[src/rtl/jk_seq_pkg.sv]
// rtl/jk_seq_pkg.sv - shared opcode, state and JK encoding definitions for jk_sequencer
package jk_seq_pkg;

  typedef enum logic [2:0] {
    OP_NOP      = 3'd0,
    OP_SET      = 3'd1,
    OP_CLEAR    = 3'd2,
    OP_TOGGLE   = 3'd3,
    OP_COUNT_UP = 3'd4,
    OP_COUNT_DN = 3'd5,
    OP_RSV6     = 3'd6,
    OP_RSV7     = 3'd7
  } jk_op_e;

  typedef enum logic [1:0] {
    ST_IDLE  = 2'd0,
    ST_APPLY = 2'd1,
    ST_COUNT = 2'd2,
    ST_DONE  = 2'd3
  } jk_state_e;

  // {j, k} pairs
  localparam logic [1:0] JK_HOLD = 2'b00;
  localparam logic [1:0] JK_SET  = 2'b10;
  localparam logic [1:0] JK_CLR  = 2'b01;
  localparam logic [1:0] JK_TOG  = 2'b11;

  function automatic logic [1:0] op_jk_pair(input jk_op_e op);
    case (op)
      OP_SET:    return JK_SET;
      OP_CLEAR:  return JK_CLR;
      OP_TOGGLE: return JK_TOG;
      default:   return JK_HOLD;
    endcase
  endfunction

  function automatic logic is_count_op(input jk_op_e op);
    return (op == OP_COUNT_UP) || (op == OP_COUNT_DN);
  endfunction

endpackage

[src/rtl/jk_bank.sv]
// rtl/jk_bank.sv - bank of WIDTH JK flip-flops with shared clock and async active-low reset
module jk_bank
  import jk_seq_pkg::*;
#(
  parameter int WIDTH = 4
) (
  input  logic             clk,
  input  logic             reset,
  input  logic [WIDTH-1:0] j,
  input  logic [WIDTH-1:0] k,
  output logic [WIDTH-1:0] q
);

  always_ff @(posedge clk or negedge reset) begin
    if (!reset) begin
      q <= '0;
    end else begin
      for (int i = 0; i < WIDTH; i++) begin
        case ({j[i], k[i]})
          JK_SET:  q[i] <= 1'b1;
          JK_CLR:  q[i] <= 1'b0;
          JK_TOG:  q[i] <= ~q[i];
          default: q[i] <= q[i];
        endcase
      end
    end
  end

endmodule

[src/rtl/jk_sequencer.sv]
// rtl/jk_sequencer.sv - command FSM that drives a JK flip-flop bank for set/clear/toggle/count ops
module jk_sequencer
  import jk_seq_pkg::*;
#(
  parameter int WIDTH = 4
) (
  input  logic             clk,
  input  logic             reset,
  input  logic             cmd_valid,
  output logic             cmd_ready,
  input  logic [2:0]       cmd_op,
  input  logic [WIDTH-1:0] cmd_mask,
  input  logic [7:0]       cmd_count,
  output logic [WIDTH-1:0] q,
  output logic             busy,
  output logic             done
);

  jk_state_e        state_q;
  jk_state_e        state_d;
  jk_op_e           op_q;
  jk_op_e           cmd_op_e;
  logic [WIDTH-1:0] mask_q;
  logic [7:0]       remaining_q;
  logic             accept;
  logic [WIDTH-1:0] bank_j;
  logic [WIDTH-1:0] bank_k;
  logic [WIDTH-1:0] count_tog;
  logic             carry;
  logic [1:0]       apply_pair;

  assign cmd_op_e = jk_op_e'(cmd_op);
  assign accept   = cmd_valid & cmd_ready;

  always_ff @(posedge clk or negedge reset) begin
    if (!reset) begin
      state_q <= ST_IDLE;
    end else begin
      state_q <= state_d;
    end
  end

  always_ff @(posedge clk or negedge reset) begin
    if (!reset) begin
      op_q        <= OP_NOP;
      mask_q      <= '0;
      remaining_q <= '0;
    end else if (accept) begin
      op_q        <= cmd_op_e;
      mask_q      <= cmd_mask;
      remaining_q <= cmd_count;
    end else if (state_q == ST_COUNT) begin
      remaining_q <= remaining_q - 8'd1;
    end
  end

  // Ripple over masked bits only: unmasked positions are skipped, so the
  // masked bits behave as one packed binary counter with wrap-around.
  always_comb begin
    count_tog = '0;
    carry     = 1'b1;
    for (int i = 0; i < WIDTH; i++) begin
      if (mask_q[i]) begin
        count_tog[i] = carry;
        carry = carry & ((op_q == OP_COUNT_UP) ? q[i] : ~q[i]);
      end
    end
  end

  always_comb begin
    state_d    = state_q;
    cmd_ready  = 1'b0;
    busy       = 1'b0;
    done       = 1'b0;
    bank_j     = '0;
    bank_k     = '0;
    apply_pair = op_jk_pair(op_q);
    case (state_q)
      ST_IDLE: begin
        cmd_ready = 1'b1;
        if (cmd_valid) begin
          if (is_count_op(cmd_op_e)) begin
            state_d = (cmd_count == 8'd0) ? ST_DONE : ST_COUNT;
          end else begin
            state_d = ST_APPLY;
          end
        end
      end
      ST_APPLY: begin
        busy    = 1'b1;
        state_d = ST_DONE;
        for (int i = 0; i < WIDTH; i++) begin
          if (mask_q[i]) begin
            {bank_j[i], bank_k[i]} = apply_pair;
          end
        end
      end
      ST_COUNT: begin
        busy   = 1'b1;
        bank_j = count_tog;
        bank_k = count_tog;
        if (remaining_q == 8'd1) begin
          state_d = ST_DONE;
        end
      end
      ST_DONE: begin
        done    = 1'b1;
        state_d = ST_IDLE;
      end
      default: state_d = ST_IDLE;
    endcase
  end

  jk_bank #(
    .WIDTH(WIDTH)
  ) u_bank (
    .clk  (clk),
    .reset(reset),
    .j    (bank_j),
    .k    (bank_k),
    .q    (q)
  );

endmodule

[config.mk]
export PLATFORM = sky130hd
export DESIGN_NAME = jk_sequencer
export DESIGN_NICKNAME = d
export VERILOG_FILES = /design/src/rtl/jk_seq_pkg.sv /design/src/rtl/jk_bank.sv /design/src/rtl/jk_sequencer.sv
export SDC_FILE = /design/constraint.sdc
export NUM_CORES = 1
export LEC_CHECK = 0
export CAP_MARGIN = 20
export CORE_MARGIN = 4
export CORE_UTILIZATION = 35
export DETAILED_ROUTE_END_ITERATION = 8
export PLACE_DENSITY = 0.62
export SYNTH_ARGS = -nofsm -noshare
export SYNTH_HDL_FRONTEND = slang
export SYNTH_HIERARCHICAL = 1
export SYNTH_SLANG_ARGS = --single-unit
[constraint.sdc]
create_clock -name clk -period 1.6 [get_ports clk]
set_input_delay 0.24 -clock clk [delete_from_list [all_inputs] [get_ports clk]]
set_output_delay 0.24 -clock clk [all_outputs]
set_load 0.01 [all_outputs]
==> metrics.txt <==
buffers added on ports 24; most instantiated cells after synthesis dfrtp_1, a21oi_1, nor2_1; share of final-layout standard cells stronger than drive strength 1 29.5%; initial antenna violation count 0; crit-path cells inv_2 -> ha_4 -> buf_4 -> nand2_1 -> nor4b_4 -> o21a_1 -> nor2_1 -> a21oi_1; worst setup path category reg2reg; die outline area between 4000 and 5000 um^2; average cell area after synthesis 9.66 um^2; proportion of synthesized chip area in sequential cells 41.8%; H-tree depth 1; most frequently used cell type in the post-synthesis netlist dfrtp_1; starting density of the core 37.1%; sort of element at the end of the critical path flop; Critical Path AT 1810 ps; total buffers and inverters traversed by the critical path 2; maximum ir drop on the vdd rail 0.646 mV; sinks on the clock net 21; Final Worst Setup Slack 27.0 ps; relative max-transition margin 79.5%; fin nets 199; Pre-antenna DRT Iters 4; clock root cell clkbuf_4; FF-to-FF End u_bank/q[3]; most area-hungry cell type in the Yosys netlist dfrtp_1; origin of the critical flop-to-flop path state_q[0]; FFs w/ async S/R, synth 100%; flip-flop cell with the highest count after synthesis dfrtp_1; final standard cell count with taps included and fillers excluded 219; horizontal extent of the die 67.9 um; floorplan row count 21; global-route wire length before repair around 4600 um; post-synth top area share 41.8%; top cells by area in the synthesized netlist dfrtp_1, mux2_2, a21oi_1; WP data required 1840 ps; final worst clock skew 7.54 ps; count of final setup violators 0; worst hold path class in2async; routed vias roughly 1100; final critical-path required period 1570 ps; total of flip-flops plus latches after synthesis 21; maximum clock frequency 0.636 GHz; count of warnings emitted by yosys 6; # DRC 0; final hold violation count 0; EDFF count, synth 0; outcome finished, final reports clean; WL/cell 12.5 um; worst skew pair latency 310 ps; highest-delay cell along the critical path dfrtp_1; final total power 0.00332 W; reg2reg setup slack 30 ps; delay-heaviest family, CP simple AND/OR/NAND/NOR gates; worst hold margin 266 ps; TritonCTS buffer count 3; startpoint of the worst setup timing path state_q[0]; antenna cell count 0; maximum number of pins on one net before global-route repair 22; Die Y 67.9 um; clock transition time at the flip-flop clock pins of the worst setup and hold paths 120 ps; number of buffers on the longest clock path 2; final core occ 52.8%; CTS tree yes; max-slew violations 0; Syn Inst Count 130; unrepaired setup endpoints after global routing yes; vias in the first global route 1032; number of DRC markers in iteration 0 43; via/cell ratio around 4.9; area of the core 3390 um^2; netlist area before placement ~1300 um^2; distinct cell type count after synthesis 27; Fillers approximately 300; final antenna-violating net count 0; CP Max Fanout 4; total global routing track utilization 13.4%; leakage power summed over all cells 0.749 nW; Detail Placement HPWL 2140 um; global-route congestion overflow total 0; slew at the pin with the worst max-slew slack 304 ps; total length of routed wires 2740 um; Routability Congestion 0.779; pwr/cell area 1860 nW/um^2; ratio of final minimum period to clock period 98.3%; synth-to-layout area growth 42.5%; I/O pin total 25; Synth Net Count 155; biggest cell delay along the critical path 420 ps; dpl cells 212; post-place setup slack -36.8 ps; count of max-cap constraint violations 0; number of cells on the worst reg-to-reg path 8; startpoint type of the worst setup path flop
## how the worst max path moves through the flow
stage	endpoint	slack, ps	cells past startpoint
floorplan	u_bank/q[3]	20	6
global placement	u_bank/q[3]	30	7
detailed placement	u_bank/q[3]	-40	8
CTS	busy	-30	3
global route	u_bank/q[2]	-50	7
finish	u_bank/q[3]	30	8
## sequential cells by signal (all words and copies together) (netlist names)
name and count:
op_q 3, u_bank/q 4, remaining_q 8, mask_q 4
state_q 2
## what timing repair did
item	in CTS	in global routing
hold buffers	0	0
endpoints found under the setup margin	6	13
pin swaps	0	4
buffers inserted	0	3
gates resized for setup	11	15
## metal layers
| layer | GRT usage (%) | vias to the layer above | share of wire, % |
|---|---|---|---|
| li1 | - | 528 | - |
| met1 | 16.0 | 514 | 44 |
| met2 | 23.8 | 25 | 50 |
| met3 | 2.13 | 4 | 4.5 |
| met4 | 5.21 | 0 | 1.5 |
| met5 | 0 | - | 0 |
## stage by stage
stage	instance area, um^2	TNS, ps
global placement	1650	0
global route	1790	-106
floorplan	1260	0
finish	1790	0
CTS	1710	-36.9
detailed placement	1650	-45.1
## logic make-up (layout without fill, tap and decap cells)
| group | count (synthesis) | in the layout | synth area share, % |
|---|---|---|---|
| multiplexers | 14 | 14 | 12.8 |
| buffers and inverters | 9 | 52 | 2.79 |
| adder cells (fa/ha/maj) | 7 | 7 | 6.97 |
| AND/OR/NAND/NOR | 50 | 50 | 21.4 |
| XOR/XNOR | 6 | 6 | 4.18 |
| flip-flops | 21 | 21 | 41.8 |
| AO/OA/AOI/OAI | 23 | 23 | 9.96 |
## layout make-up
type | count | area, um^2 | share of cell area [%]
tap | 46 | 57.6 | 3.21
multi-input combinational | 100 | 788 | 44.0
timing repair buffer | 42 | 369 | 20.6
clock buffer | 3 | 22.5 | 1.26
sequential | 21 | 526 | 29.4
inverter | 6 | 22.5 | 1.26
clock inverter | 1 | 5.00 | 0.280
## power by group
group | switching (W) | internal (W)
combinational | 0.000870 | 0.00110
sequential | 0.000293 | 0.000803
clock | 0.000166 | 0.0000934
total | 0.00133 | 0.00200
## cell usage in the layout (no fill, tap or decap)
cell	synthesis	routed
clkdlybuf4s50_1	0	21
dfrtp_1	21	21
a21oi_1	19	19
nor2_1	18	17
buf_4	0	17
nand2_1	15	14
mux2_2	9	9
nand2b_1	4	4
inv_1	6	4
xnor2_1	4	4
ha_1	7	4
clkbuf_4	0	3
mux2_4	2	2
mux2i_4	0	2
nor4b_4	0	2
o21a_1	2	2
inv_2	0	2
nand3b_1	2	2
nor4_1	3	2
xor2_1	2	2
ha_4	0	2
clkbuf_2	0	2
nor3b_4	1	1
nor2b_2	0	1
and3_1	1	1
and3_2	1	1
nor4_4	0	1
nand3_1	1	1
a22o_1	1	1
nand2_2	0	1
nor4_2	1	1
mux2i_1	3	1
nor2_2	0	1
a31oi_1	1	1
ha_2	0	1
clkinv_2	0	1
clkdlybuf4s15_1	0	1
buf_6	0	1
Power figures use the tool's default switching activity.
